`src/rtl/univ_reg_pkg.sv`:
```
// Shared encodings for the universal shift register and its command sequencer.
// Op codes double as the register's sel codes so the sequencer can pass them straight through.
package univ_reg_pkg;

  localparam logic [1:0] OP_HOLD = 2'b00;
  localparam logic [1:0] OP_SHR  = 2'b01;
  localparam logic [1:0] OP_SHL  = 2'b10;
  localparam logic [1:0] OP_LOAD = 2'b11;

  typedef enum logic [1:0] {
    ST_IDLE  = 2'b00,
    ST_LOAD  = 2'b01,
    ST_SHIFT = 2'b10,
    ST_DONE  = 2'b11
  } seq_state_t;

  function automatic logic is_shift_op(input logic [1:0] op);
    return (op == OP_SHR) || (op == OP_SHL);
  endfunction

endpackage

```
`src/rtl/univ_reg_seq_if.sv`:
```
// Command handshake between a command producer (master) and the sequencer (slave).
interface univ_reg_seq_if #(
  parameter int WIDTH = 4,
  parameter int CNT_W = 3
) ();
  logic             cmd_valid;
  logic             cmd_ready;
  logic [1:0]       cmd_op;
  logic [WIDTH-1:0] cmd_data;
  logic [CNT_W-1:0] cmd_count;
  logic             cmd_fill;
  logic             cmd_rot;

  modport master (output cmd_valid, cmd_op, cmd_data, cmd_count, cmd_fill, cmd_rot,
                  input  cmd_ready);
  modport slave  (input  cmd_valid, cmd_op, cmd_data, cmd_count, cmd_fill, cmd_rot,
                  output cmd_ready);
endinterface

```
`src/rtl/univ_reg_seq_down_cnt.sv`:
```
// Loadable down-counter for the shift repeat count; saturates at zero.
module seq_down_cnt #(
  parameter int CNT_W = 3
) (
  input  logic             clk,
  input  logic             reset,
  input  logic             load,
  input  logic             dec,
  input  logic [CNT_W-1:0] val,
  output logic             is_zero,
  output logic             is_one
);
  logic [CNT_W-1:0] cnt;

  always_ff @(posedge clk) begin
    if (!reset)              cnt <= '0;
    else if (load)           cnt <= val;
    else if (dec && !is_zero) cnt <= cnt - 1'b1;
  end

  assign is_zero = (cnt == '0);
  assign is_one  = (cnt == CNT_W'(1));
endmodule

```
`src/rtl/univ_reg_seq.sv`:
```
// Command sequencer for the 4-bit universal shift register: turns one load/shift/hold
// command into the exact sel/din/lsi/rsi cycle sequence, then pulses done.
module univ_reg_seq
  import univ_reg_pkg::*;
#(
  parameter int WIDTH = 4,
  parameter int CNT_W = 3
) (
  input  logic             clk,
  input  logic             reset,
  univ_reg_seq_if.slave    cmd,
  input  logic [WIDTH-1:0] q_in,
  output logic [1:0]       sel,
  output logic [WIDTH-1:0] din,
  output logic             lsi,
  output logic             rsi,
  output logic             busy,
  output logic             done
);
  seq_state_t state;
  logic [1:0] op_q;
  logic       fill_q, rot_q;
  logic       accept, cnt_zero, cnt_one;
  logic       q_mid_unused;

  assign cmd.cmd_ready = (state == ST_IDLE);
  assign accept        = (state == ST_IDLE) && cmd.cmd_valid;

  seq_down_cnt #(.CNT_W(CNT_W)) u_cnt (
    .clk     (clk),
    .reset   (reset),
    .load    (accept),
    .dec     (state == ST_SHIFT),
    .val     (cmd.cmd_count),
    .is_zero (cnt_zero),
    .is_one  (cnt_one)
  );

  // Outputs are registered alongside the state so nothing from cmd_* reaches them combinationally.
  always_ff @(posedge clk) begin
    if (!reset) begin
      state  <= ST_IDLE;
      op_q   <= OP_HOLD;
      fill_q <= 1'b0;
      rot_q  <= 1'b0;
      sel    <= OP_HOLD;
      din    <= '0;
      busy   <= 1'b0;
      done   <= 1'b0;
    end else begin
      case (state)
        ST_IDLE: if (cmd.cmd_valid) begin
          op_q   <= cmd.cmd_op;
          fill_q <= cmd.cmd_fill;
          rot_q  <= cmd.cmd_rot;
          busy   <= 1'b1;
          if (cmd.cmd_op == OP_LOAD) begin
            state <= ST_LOAD;
            sel   <= OP_LOAD;
            din   <= cmd.cmd_data;
          end else if (is_shift_op(cmd.cmd_op) && cmd.cmd_count != '0) begin
            state <= ST_SHIFT;
            sel   <= cmd.cmd_op;
          end else begin
            state <= ST_DONE;
            done  <= 1'b1;
          end
        end
        ST_LOAD: begin
          state <= ST_DONE;
          sel   <= OP_HOLD;
          din   <= '0;
          done  <= 1'b1;
        end
        // A zero counter also exits so the FSM can never stall in SHIFT.
        ST_SHIFT: if (cnt_one || cnt_zero) begin
          state <= ST_DONE;
          sel   <= OP_HOLD;
          done  <= 1'b1;
        end
        ST_DONE: begin
          state <= ST_IDLE;
          done  <= 1'b0;
          busy  <= 1'b0;
        end
        default: state <= ST_IDLE;
      endcase
    end
  end

  // Rotate feeds the end bit that is about to fall off back in at the other end.
  assign rsi = (state == ST_SHIFT) && (op_q == OP_SHR) && (rot_q ? q_in[0] : fill_q);
  assign lsi = (state == ST_SHIFT) && (op_q == OP_SHL) && (rot_q ? q_in[WIDTH-1] : fill_q);

  assign q_mid_unused = ^q_in;
endmodule

```
`src/flat_wrapper.sv`:
```
// flat-port wrapper written by rule: the top's interface ports become plain ports
module univ_reg_seq_flat import univ_reg_pkg::*;
#(
  parameter int WIDTH = 4,
  parameter int CNT_W = 3
)
  (clk, reset, q_in, sel, din, lsi, rsi, busy, done, cmd_cmd_valid, cmd_cmd_op, cmd_cmd_data, cmd_cmd_count, cmd_cmd_fill, cmd_cmd_rot, cmd_cmd_ready);
  univ_reg_seq_if #(.WIDTH(WIDTH), .CNT_W(CNT_W)) cmd_i ();
  input  logic clk;
  input  logic reset;
  input  logic [WIDTH-1:0] q_in;
  output logic [1:0] sel;
  output logic [WIDTH-1:0] din;
  output logic lsi;
  output logic rsi;
  output logic busy;
  output logic done;
  input wire logic [$bits(cmd_i.cmd_valid)-1:0] cmd_cmd_valid;
  input wire logic [$bits(cmd_i.cmd_op)-1:0] cmd_cmd_op;
  input wire logic [$bits(cmd_i.cmd_data)-1:0] cmd_cmd_data;
  input wire logic [$bits(cmd_i.cmd_count)-1:0] cmd_cmd_count;
  input wire logic [$bits(cmd_i.cmd_fill)-1:0] cmd_cmd_fill;
  input wire logic [$bits(cmd_i.cmd_rot)-1:0] cmd_cmd_rot;
  output wire logic [$bits(cmd_i.cmd_ready)-1:0] cmd_cmd_ready;
  assign cmd_i.cmd_valid = cmd_cmd_valid;
  assign cmd_i.cmd_op = cmd_cmd_op;
  assign cmd_i.cmd_data = cmd_cmd_data;
  assign cmd_i.cmd_count = cmd_cmd_count;
  assign cmd_i.cmd_fill = cmd_cmd_fill;
  assign cmd_i.cmd_rot = cmd_cmd_rot;
  assign cmd_cmd_ready = cmd_i.cmd_ready;
  univ_reg_seq #(.WIDTH(WIDTH), .CNT_W(CNT_W)) u_core (.clk(clk), .reset(reset), .cmd(cmd_i), .q_in(q_in), .sel(sel), .din(din), .lsi(lsi), .rsi(rsi), .busy(busy), .done(done));
endmodule
```
`config.mk`:
```
export PLATFORM = sky130hd
export DESIGN_NAME = univ_reg_seq_flat
export DESIGN_NICKNAME = d
export VERILOG_FILES = /design/src/rtl/univ_reg_pkg.sv /design/src/rtl/univ_reg_seq_if.sv /design/src/rtl/univ_reg_seq_down_cnt.sv /design/src/rtl/univ_reg_seq.sv /design/src/flat_wrapper.sv
export SDC_FILE = /design/constraint.sdc
export NUM_CORES = 1
export LEC_CHECK = 0
export BUFFER_PORTS_ARGS = -buffer_cell sky130_fd_sc_hd__buf_4
export CORE_UTILIZATION = 45
export DETAILED_ROUTE_END_ITERATION = 10
export GPL_TIMING_DRIVEN = 0
export MAX_ROUTING_LAYER = met4
export PLACE_DENSITY_LB_ADDON = 0.2
export SLEW_MARGIN = 20
export SYNTH_ARGS = -nofsm -noshare
export SYNTH_HDL_FRONTEND = slang
export SYNTH_HIERARCHICAL = 1
export SYNTH_SLANG_ARGS = --single-unit
export TNS_END_PERCENT = 1
```
`constraint.sdc`:
```
create_clock -name clk -period 1.6 [get_ports clk]
set_input_delay 0.32 -clock clk [delete_from_list [all_inputs] [get_ports clk]]
set_output_delay 0.32 -clock clk [all_outputs]
set_load 0.02 [all_outputs]
```
Yosys cells after proc, flatten, opt, wreduce, memory -nomap -nowiden --
Cells that the tools add are included.
Operators by class: equality and inequality tests 15, mux-type cells 24, add/subtract/negate cells 1, reduce and logical (&&, ||, !) cells 23
Operators by type and width (number):
- $mux W2 | 7
- $eq A2 B2 Y1 const B | 5
- $mux W1 | 8
- $mux W4 | 2
- $pmux W2 S4 | 1
- $pmux W4 S2 | 1
- $reduce_and A4 Y1 | 2
- $logic_and A1 B1 Y1 | 7
- $eq A2 B1 Y1 const B | 3
- $mux W3 | 2
- $ne A2 B2 Y1 const B | 3
- $pmux W2 S3 | 1
- $reduce_and A2 Y1 | 3
- $reduce_bool A2 Y1 | 3
- $reduce_bool A3 Y1 | 2
- $ne A2 B1 Y1 const B | 2
- $pmux W1 S4 | 1
- $eq A3 B1 Y1 const B | 1
- $logic_not A3 Y1 | 1
- $ne A3 B1 Y1 const B | 1
- $reduce_and A3 Y1 | 1
- $sub A3 B1 Y3 const B | 1
- $logic_not A2 Y1 | 1
- $logic_or A1 B1 Y1 | 2
- 2 further kinds | 2
Word-level totals: bits in registers 17, bits of input ports 18

Depth between registers and ports, before layout --
Gate-level depths: netlist of the first run.
word-level depth 7, mapped depth 8

Cells and area by module --
Netlist of the first run, hierarchy kept.
By module, submodules not included:
- univ_reg_seq | instances 1, cells each 90, area each 774.5 µm², seq. area each 280.3 µm²
- seq_down_cnt | instances 1, cells each 26, area each 224.0 µm², seq. area each 60.1 µm²

Worst setup path after synthesis of the first run --
No wires, ideal clock.
path type register to register, from reg u_core.state[0], to reg u_core.u_cnt.cnt[2], path buffers 1, stages on the path, launching flop included 9, path slack 25 ps, data arrival time 1455 ps, path through dfxtp_1 -> inv_1 -> ha_1 -> buf_2 -> nand2_1 -> inv_1 -> inv_1 -> o21ai_0 -> a21oi_1
On the way: longest elaborated chain between the ends 3, elaborated cells on any way between the ends 6, those cells by class eq/ne (1); mux (1); reduce/logical (4)
Ends and longest elaborated chain:
- from (decl) | RTL line univ_reg_seq.sv:20 | seq_state_t state;
- from (signal assigned) | RTL line univ_reg_seq.sv:42 | state <= ST_IDLE;
- from (signal assigned) | RTL line univ_reg_seq.sv:58 | state <= ST_LOAD;
- from (signal assigned) | RTL line univ_reg_seq.sv:62 | state <= ST_SHIFT;
- $logic_not A2 Y1 (*)
- via cmd_cmd_ready | RTL line flat_wrapper.sv:24 | output wire logic [$bits(cmd_i.cmd_ready)-1:0] cmd_cmd_ready;
- $logic_and A1 B1 Y1 (*) | RTL line univ_reg_seq.sv:27 | assign accept = (state == ST_IDLE) && cmd.cmd_valid;
- via u_core.accept | RTL line univ_reg_seq.sv:23 | logic accept, cnt_zero, cnt_one;
- $mux W3 or $reduce_bool A2 Y1 (tied branches)
- to (signal assigned) | RTL line univ_reg_seq_down_cnt.sv:17 | else if (load) cnt <= val;
- to (signal assigned) | RTL line univ_reg_seq_down_cnt.sv:18 | else if (dec && !is_zero) cnt <= cnt - 1'b1;
- to (decl) | RTL line univ_reg_seq_down_cnt.sv:13 | logic [CNT_W-1:0] cnt;
Mark *: on every way through the listed nets, which the timed path passes. The rest lies on a longest branch. A chain may end at the register's enable or synchronous reset.

Worst setup path in the final report of the first run --
from reg u_core.u_cnt.cnt[1], to reg u_core.done
On the way: longest elaborated chain between the ends 4, elaborated cells on any way between the ends 5, those cells by class eq/ne (2); reduce/logical (3)
Ends and longest elaborated chain:
- $eq A3 B1 Y1 | RTL line univ_reg_seq_down_cnt.sv:22 | assign is_one = (cnt == CNT_W'(1));
- via u_core.cnt_one | RTL line univ_reg_seq.sv:23
- $logic_or A1 B1 Y1 | RTL line univ_reg_seq.sv:76 | ST_SHIFT: if (cnt_one || cnt_zero) begin
- $ne A2 B1 Y1 (no line)
- $reduce_and A4 Y1 (no line)
- to (signal assigned) | RTL line univ_reg_seq.sv:73 | done <= 1'b1;
- to (signal assigned) | RTL line univ_reg_seq.sv:79 | done <= 1'b1;
- to (signal assigned) | RTL line univ_reg_seq.sv:83 | done <= 1'b0;
- to (decl) | RTL line univ_reg_seq.sv:18 | output logic done
The timed path passes the listed nets, and every way through them passes these cells.

==> results of run 1 <==
registers in the layout, indices dropped and copies added, names as in the netlist:
signal            count
u_core/u_cnt/cnt      3
u_core/rot_q          1
u_core/op_q           2
u_core/sel            2
u_core/din            4
u_core/busy           1
u_core/done           1
u_core/state          2
u_core/fill_q         1
final cells by class:
| cell class | instances | area, um2 |
|---|---|---|
| plain buffers | 2 | 12.51 |
| clock buffers | 3 | 22.52 |
| clock inverters | 1 | 5.005 |
| fillers | 177 | 670.6 |
| inverters | 10 | 42.54 |
| multi-input cells | 87 | 669.4 |
| flip-flops and latches | 17 | 347.8 |
| well taps | 27 | 33.78 |
| repair buffers | 29 | 217.7 |
cells in the final DEF, fill, tap and decap left out, types with 4 or more instances in the layout:
master    netlist  layout
buf_4           0      30
a21oi_1        14      14
dfxtp_1        17      13
nand3_1        11      11
nand2_1        10       9
inv_1           9       5
nor2b_1         5       5
nand3b_1        4       4
ha_1            8       4
repair_timing:
| action | CTS | global route |
|---|---|---|
| pin swaps | 1 | 2 |
| gates resized for setup | 14 | 12 |
| endpoints found under the setup margin | 9 | 9 |
| buffers inserted | 2 | 2 |
metrics by stage:
step                      setup slack (ns)  instance area, um2  utilization, %
after floorplan                    0.02544               998.5               -
after global placement             -0.1098                1220           60.33
after detailed placement           -0.1212                1220           60.33
after CTS                        -0.005275                1303           64.42
after global routing              -0.03994                1351           66.83
final                           -0.0005432                1351           66.83
layer usage:
layer / up-vias / wire length (um) / track usage (%)
met1: 442 / 1071 / 27.61
met5: - / 0 / -
li1: 482 / - / -
met2: 21 / 1204 / 35.39
met3: 0 / 101 / 3.738
met4: 0 / 0 / 5.882
kinds of logic (layout without fill, tap and decap cells):
group / count (synthesis) / count (layout) / synth area share (%)
AND/OR/NAND/NOR: 44 / 44 / 24.94
AO/OA/AOI/OAI: 32 / 32 / 23.19
flip-flops: 17 / 17 / 34.09
buffers and inverters: 12 / 45 / 4.761
adder cells (fa/ha/maj): 8 / 8 / 10.03
multiplexers: 3 / 3 / 3.008
worst max-delay path, stage by stage (launching register included):
cell and delay, ns:
dfxtp_2 0.37, inv_4 0.05, ha_2 0.15, and2b_2 0.20, or3b_4 0.40, o211a_1 0.13
o211a_1 0.20
path summary, 6_finish.rpt:
| kind | endpoint | slack (ns) | cells after the start |
|---|---|---|---|
| hold / removal | u_core/u_cnt/cnt[1]$_SDFFE_PN0P_ | 0.27 | 3 |
| hold reg to reg | u_core/fill_q$_SDFFE_PN0P_ | 0.46 | 2 |
| setup reg to reg | u_core/done$_SDFFE_PN0P_ | -0.0005 | 6 |
| setup / recovery | u_core/done$_SDFFE_PN0P_ | -0.0005 | 6 |
power by group:
group          internal (mW)  switching (mW)  total (mW)
registers              0.556          0.0929       0.649
logic                  0.599           0.662        1.26
clock network         0.0932           0.149       0.243
==> results_dict.tcl, run 1 <==
set metrics [dict create \
    cp.required_ns 1.80 \
    start_kind "flop" \
    criticalPathCategory "reg -> reg" \
    synth_common_cells "17 x dfxtp_1, 14 x a21oi_1, 11 x nand3_1, 10 x nand2_1, 9 x inv_1" \
    area_growth_pct 35.34 \
    yosysSeqAreaShare_pct 34.09 \
    root_buffer "clkbuf_4" \
    rsz0062_at_grt "yes" \
    p_total_mw 2.152 \
    synth_area_um2 998.5 \
    ant_nets 0 \
    grt_pass1_wl_um 3953 \
    place_inst 168 \
    final-max-slew-violation-count 0 \
    dieArea_um2 2411 \
    crit_path_end_kind "flop" \
    synth_top_area_share_pct 34.09 \
    diodes 0 \
    start_util_pct 49.38 \
    gp_congestion 0.7512 \
    clkSlewWorstSetupHoldPaths_ns 0.10 \
    vias 945 \
    hold_buffers 0 \
    antenna_found_initial 0 \
    dp.final_hpwl_um 1706 \
    cp-startpoint "u_core/u_cnt/cnt[1]$_SDFFE_PN0P_" \
    syn-num-nets 142 \
    power_density_nw_per_um2 1593 \
    path_max_fanout 5 \
    drc_errors 0 \
    finClkSkew_ns 0.002357 \
    drt-pass1-iter-count 4 \
    hp-class "in -> reg" \
    fmax_mhz 624.8 \
    cts.sinks 17 \
    die_w_um 49.11 \
    min_period_ns 1.601 \
    htreeDepth 1 \
    irDropWorstVdd_v 0.0009576 \
    rows 16 \
    drtIter0Drc 23 \
    grt_max_degree 11 \
    whs_ns 0.2700 \
    die_h_um 49.11 \
    track_usage_pct 21.74 \
    port_buffers 25 \
    totalWireLength_um 2378 \
    status "finished with violations" \
    yosysWarnings 6 \
    leakage_nw 0.5816 \
    fin_nets 176 \
    ios 29 \
    yosys_register_bits 17 \
    worst_pin_slew_ns 0.4344 \
    fin_setup_tns_ns -0.0005432 \
    arrival_ns 1.80 \
    holdCritStartpoint "cmd_cmd_count[1]" \
    yosysTopAreaCell "dfxtp_1" \
    via_per_inst 5.369 \
    r2r-start "u_core/u_cnt/cnt[1]$_SDFFE_PN0P_" \
    synth-edff-count 0 \
    relSlewSlack_pct 70.58 \
    synthCells 116 \
    clkLatencyLatePin_ns 0.30 \
    postLayoutSetupSlackWorst_ns -0.0005432 \
    synth_most_common_cell "dfxtp_1" \
    grt-ovfl-total 0 \
    finalCritPeriodShare_pct 100.0 \
    cts-buffers-inserted 3 \
    synth_cell_types 33 \
    hold_viol 0 \
    setup_viol 1 \
    wl_per_cell_um 13.51 \
    grt_pass1_vias 917 \
    ctsLongestPathBuffers 2 \
    cts_tree "built" \
    synth_flop_cell "dfxtp_1" \
    syn_area_per_cell_um2 8.607 \
    finalNonFillerCells 176 \
    violations "negative setup slack" \
    coreArea_um2 2022 \
    synth_area_leaders "dfxtp_1 34%, ha_1 10%, a21oi_1 7.0%" \
    drive_gt1_share_pct 38.26 \
    maxCapViolCount 0 \
    synthArstFlopShare_pct 0 \
]
Power figures use the tool's default switching activity.
==> run 2: changes to the inputs <==
Settings changed: CORE_MARGIN set to 4, RECOVER_POWER set to 50.
==> results_dict.tcl, run 2 (synthesis results as in run 1) <==
set metrics [dict create \
    drtIter0Drc 28 \
    finalNonFillerCells 174 \
    drive_gt1_share_pct 31.29 \
    fin_nets 174 \
    fillCellCount 201 \
    cp.required_ns 1.80 \
    wl_per_cell_um 13.72 \
    gp_congestion 0.7870 \
    rows 16 \
    totalWireLength_um 2387 \
    largest_reg_flops 4 \
    start_util_pct 48.90 \
    cts-buffers-inserted 3 \
    clkSlewWorstSetupHoldPaths_ns 0.10 \
    cts.sinks 17 \
    port_buffers 25 \
    maxCapViolCount 0 \
    vias 961 \
    final_common_cell "buf_4" \
    root_buffer "clkbuf_4" \
    fmax_mhz 632.3 \
    grt_max_degree 11 \
    criticalPathCategory "reg -> reg" \
    diodes 0 \
    crit_path_end_kind "flop" \
    stdcell_area_um2 1284 \
    die_w_um 55.11 \
    dieArea_um2 3037 \
    rsz0062_at_grt "yes" \
    ant_nets 0 \
    grt-ovfl-total 0 \
    seq_area_um2 345.3 \
    cts_tree "built" \
    start_kind "flop" \
    multi_input_area_um2 654.4 \
    status "finished, final reports clean" \
    setup_viol 0 \
    arrival_ns 1.78 \
    path_max_fanout 5 \
    ctsLongestPathBuffers 2 \
    power_density_nw_per_um2 1564 \
    grt_pass1_wl_um 3988 \
    worst_pin_slew_ns 0.4745 \
    via_per_inst 5.523 \
    place_inst 168 \
    hold_viol 0 \
    p_total_mw 2.008 \
    drt-pass1-iter-count 4 \
    htreeDepth 1 \
    final-max-slew-violation-count 0 \
    irDropWorstVdd_v 0.0009292 \
    relSlewSlack_pct 67.86 \
    largest-register "u_core/din" \
    min_period_ns 1.581 \
    track_usage_pct 19.12 \
    ios 29 \
    drc_errors 0 \
    area_growth_pct 28.57 \
    top_regs "u_core/din: 4 flops, u_core/u_cnt/cnt: 3 flops" \
    finClkSkew_ns 0.005715 \
    layout_common_cells "20 x buf_4, 14 x a21oi_1, 13 x dfxtp_1, 11 x nand3_1, 9 x nand2_1" \
    dp.final_hpwl_um 1750 \
    hp-class "in -> reg" \
    finalCritPeriodShare_pct 98.84 \
    clkLatencyLatePin_ns 0.29 \
    dpl_cell_area_um2 1220 \
    coreArea_um2 2042 \
    grt_pass1_vias 861 \
    die_h_um 55.11 \
    leakage_nw 0.5376 \
    antenna_found_initial 0 \
]
[run 2: changes by cell type in the layout (fill, tap and decap cells not counted), sizes merged]
cell    before  now
buf         31   21
clkbuf       3   11
[run 2: metrics by stage]
| stage | util [%] | worst slack [ns] | hold WS, ns | TNS [ns] |
|---|---|---|---|---|
| 2_1_floorplan | - | 0.02544 | 0.4318 | 0 |
| 3_3_place_gp | 59.74 | -0.06799 | 0.4453 | -0.3020 |
| 3_5_place_dp | 59.74 | -0.1151 | 0.4437 | -0.4793 |
| 4_1_cts | 63.48 | 0.002990 | 0.2676 | 0 |
| 5_1_grt | 62.87 | -0.06457 | 0.2498 | -0.3178 |
| 6_report | 62.87 | 0.01859 | 0.2805 | 0 |
[run 2: cell type report]
class | count | area share (%)
clock buffers | 3 | 1.754
well taps | 27 | 2.632
flip-flops and latches | 17 | 26.90
clock inverters | 1 | 0.3899
inverters | 10 | 2.924
plain buffers | 2 | 0.9747
repair buffers | 27 | 13.45
multi-input cells | 87 | 50.97
[run 2: power breakdown]
group	internal (mW)	switching, mW	leakage, nW	total, mW
registers	0.552	0.0886	0.141	0.640
logic	0.501	0.634	0.379	1.14
clock network	0.0930	0.139	0.0177	0.232
total	1.15	0.862	0.538	2.01
[run 2: repair_timing]
action,CTS,global route
hold buffers,0,0
pin swaps,0,3
setup buffers,2,0
endpoints found under the setup margin,9,12
resized for setup,11,8
[run 2: metal layers]
metal | global-route usage [%] | vias to the layer above | wire length, um
met1 | 25.90 | 454 | 1130
met5 | - | - | 0
met3 | 4.021 | 2 | 126
met2 | 27.76 | 26 | 1115
met4 | 7.287 | 0 | 14
li1 | - | 479 | -
[run 2: worst max-delay path, stage by stage, from the launching register on]
cell and delay (ns):
dfxtp_2 0.34, inv_2 0.05, ha_1 0.16, and2b_2 0.20, or3b_4 0.42, o211a_1 0.12, o211a_1 0.19
[run 2: path summary, 6_finish.rpt]
| kind | from | endpoint | slack [ns] | cells after the start |
|---|---|---|---|---|
| max reg2reg | u_core/u_cnt/cnt[1]$_SDFFE_PN0P_ | u_core/done$_SDFFE_PN0P_ | 0.02 | 6 |
| max | u_core/u_cnt/cnt[1]$_SDFFE_PN0P_ | u_core/done$_SDFFE_PN0P_ | 0.02 | 6 |
| min reg2reg | u_core/fill_q$_SDFFE_PN0P_ | u_core/fill_q$_SDFFE_PN0P_ | 0.46 | 2 |
| min | cmd_cmd_rot | u_core/rot_q$_SDFFE_PN0P_ | 0.28 | 3 |
==> run 3: changes to the inputs <==
Settings changed: CORE_MARGIN 4 to 3, CORE_UTILIZATION 45 to 54.
Clock period 1.6 ns to 1.92 ns, I/O delays scaled along.
==> results_dict.tcl, run 3 (synthesis results as in run 1) <==
set metrics [dict create \
    status "finished, final reports clean" \
    maxCapViolCount 0 \
    irDropWorstVdd_v 0.0009212 \
    place_inst 165 \
    fillCellCount 136 \
    root_buffer "clkbuf_4" \
    fin_nets 172 \
    via_per_inst 5.710 \
    fmax_mhz 550.4 \
    wl_per_cell_um 14.11 \
    grt_pass1_wl_um 3946 \
    final-max-slew-violation-count 0 \
    grt_pass1_vias 916 \
    power_density_nw_per_um2 1295 \
    min_period_ns 1.817 \
    r2r-start "u_core/state[0]$_SDFFE_PN0P_" \
    largest_reg_flops 4 \
    relSlewSlack_pct 65.10 \
    layout_common_cells "17 x buf_4, 17 x dfxtp_1, 14 x a21oi_1, 11 x nand3_1, 10 x nand2_1" \
    cp.required_ns 2.10 \
    gp_congestion 0.8635 \
    path_max_fanout 10 \
    leakage_nw 0.5181 \
    top_regs "u_core/din: 4 flops, u_core/u_cnt/cnt: 3 flops" \
    drt-pass1-iter-count 4 \
    rr_endpoint "u_core/u_cnt/cnt[2]$_SDFFE_PN0P_" \
    drtIter0Drc 24 \
    dp.final_hpwl_um 1813 \
    whs_path_depth 3 \
    hp-class "in -> reg" \
    ios 29 \
    worst_pin_slew_ns 0.5224 \
    clkSlewWorstSetupHoldPaths_ns 0.10 \
    ctsLongestPathBuffers 2 \
    hold_end "u_core/rot_q$_SDFFE_PN0P_" \
    htreeDepth 1 \
    grt-ovfl-total 0 \
    dieArea_um2 2401 \
    arrival_ns 2.00 \
    die_w_um 49 \
    largest-register "u_core/din" \
    reg2regPathDepth 8 \
    criticalPathCategory "reg -> reg" \
    post-route-util_pct 74.88 \
    rows 14 \
    holdCritStartpoint "cmd_cmd_rot" \
    die_h_um 49 \
    post_cts_buffers 0 \
    ant_nets 0 \
    hold_viol 0 \
    fin_setup_tns_ns 0 \
    start_util_pct 61.29 \
    drive_gt1_share_pct 20.69 \
    drc_errors 0 \
    finClkSkew_ns 0.001742 \
    hold_buffers 0 \
    track_usage_pct 21.90 \
    cts.sinks 17 \
    vias 965 \
    rrSetupSlack_ns 0.10 \
    start_kind "flop" \
    post_cts_resized 0 \
    antenna_found_initial 0 \
    cts_tree "built" \
    diodes 0 \
    cts-buffers-inserted 3 \
    totalWireLength_um 2385 \
    port_buffers 25 \
    area_growth_pct 22.18 \
    setup_viol 0 \
    coreArea_um2 1629 \
    grt_max_degree 11 \
    crit_path_end_kind "flop" \
    finalNonFillerCells 169 \
    finalCritPeriodShare_pct 94.63 \
    rsz0062_at_grt "no" \
    clkLatencyLatePin_ns 0.29 \
]
[run 3: cell types whose count changed in the layout (fill, tap and decap cells not counted), moves of 2 or more]
cell and change:
nor3_1 +2, buf_4 -3, dfxtp_1 +4, inv_2 -2, nor3_2 -2, inv_1 +2
dfxtp_2 -4
[run 3: where the power goes]
group | switching, mW | internal (mW)
Sequential | 0.0696 | 0.452
Combinational | 0.497 | 0.368
Clock | 0.113 | 0.0810
[run 3: layout make-up]
class                      count  area (um2)  share of cell area [%]
sequential                    17       340.3                   27.90
clock buffer                   4       26.28                   2.154
tap                           24       30.03                   2.462
multi-input combinational     87       615.6                   50.46
inverter                      10       37.54                   3.077
timing repair buffer          25       157.7                   12.92
buffer                         2       12.51                   1.026
[run 3: worst max-delay path by stage]
stage,to,from
final,u_core/u_cnt/cnt[2]$_SDFFE_PN0P_,u_core/state[0]$_SDFFE_PN0P_
after global routing,u_core/u_cnt/cnt[2]$_SDFFE_PN0P_,u_core/state[0]$_SDFFE_PN0P_
after CTS,rsi,u_core/state[0]$_SDFFE_PN0P_
after detailed placement,u_core/u_cnt/cnt[2]$_SDFFE_PN0P_,u_core/state[0]$_SDFFE_PN0P_
after global placement,u_core/u_cnt/cnt[0]$_SDFFE_PN0P_,u_core/state[0]$_SDFFE_PN0P_
after floorplan,u_core/u_cnt/cnt[2]$_SDFFE_PN0P_,u_core/state[0]$_SDFFE_PN0P_
[run 3: per-layer routing]
layer / vias to the layer above / routed length [um] / GRT usage [%]
li1: 474 / - / -
met1: 454 / 1026 / 24.07
met2: 32 / 1183 / 37.78
met3: 5 / 129 / 4.587
met4: 0 / 45 / 9.953
met5: - / 0 / -
[run 3: worst max-delay path: stages (launching register included)]
cell,delay [ns]
dfxtp_1,0.36
inv_1,0.10
ha_2,0.25
clkbuf_4,0.23
nand2_1,0.18
inv_1,0.16
inv_1,0.09
o21ai_0,0.23
a21oi_1,0.08
[run 3: per-stage QoR]
step / hold WS (ns) / setup slack [ns] / total power, mW / cell area [um2]
4_1_cts: 0.3316 / 0.05183 / 1.601 / 1242
2_1_floorplan: 0.4318 / 0.3454 / 1.158 / 998.5
3_3_place_gp: 0.4381 / 0.1995 / 1.365 / 1216
5_1_grt: 0.3283 / 0.02811 / 1.707 / 1220
3_5_place_dp: 0.4549 / 0.1557 / 1.399 / 1216
6_report: 0.3367 / 0.1032 / 1.580 / 1220
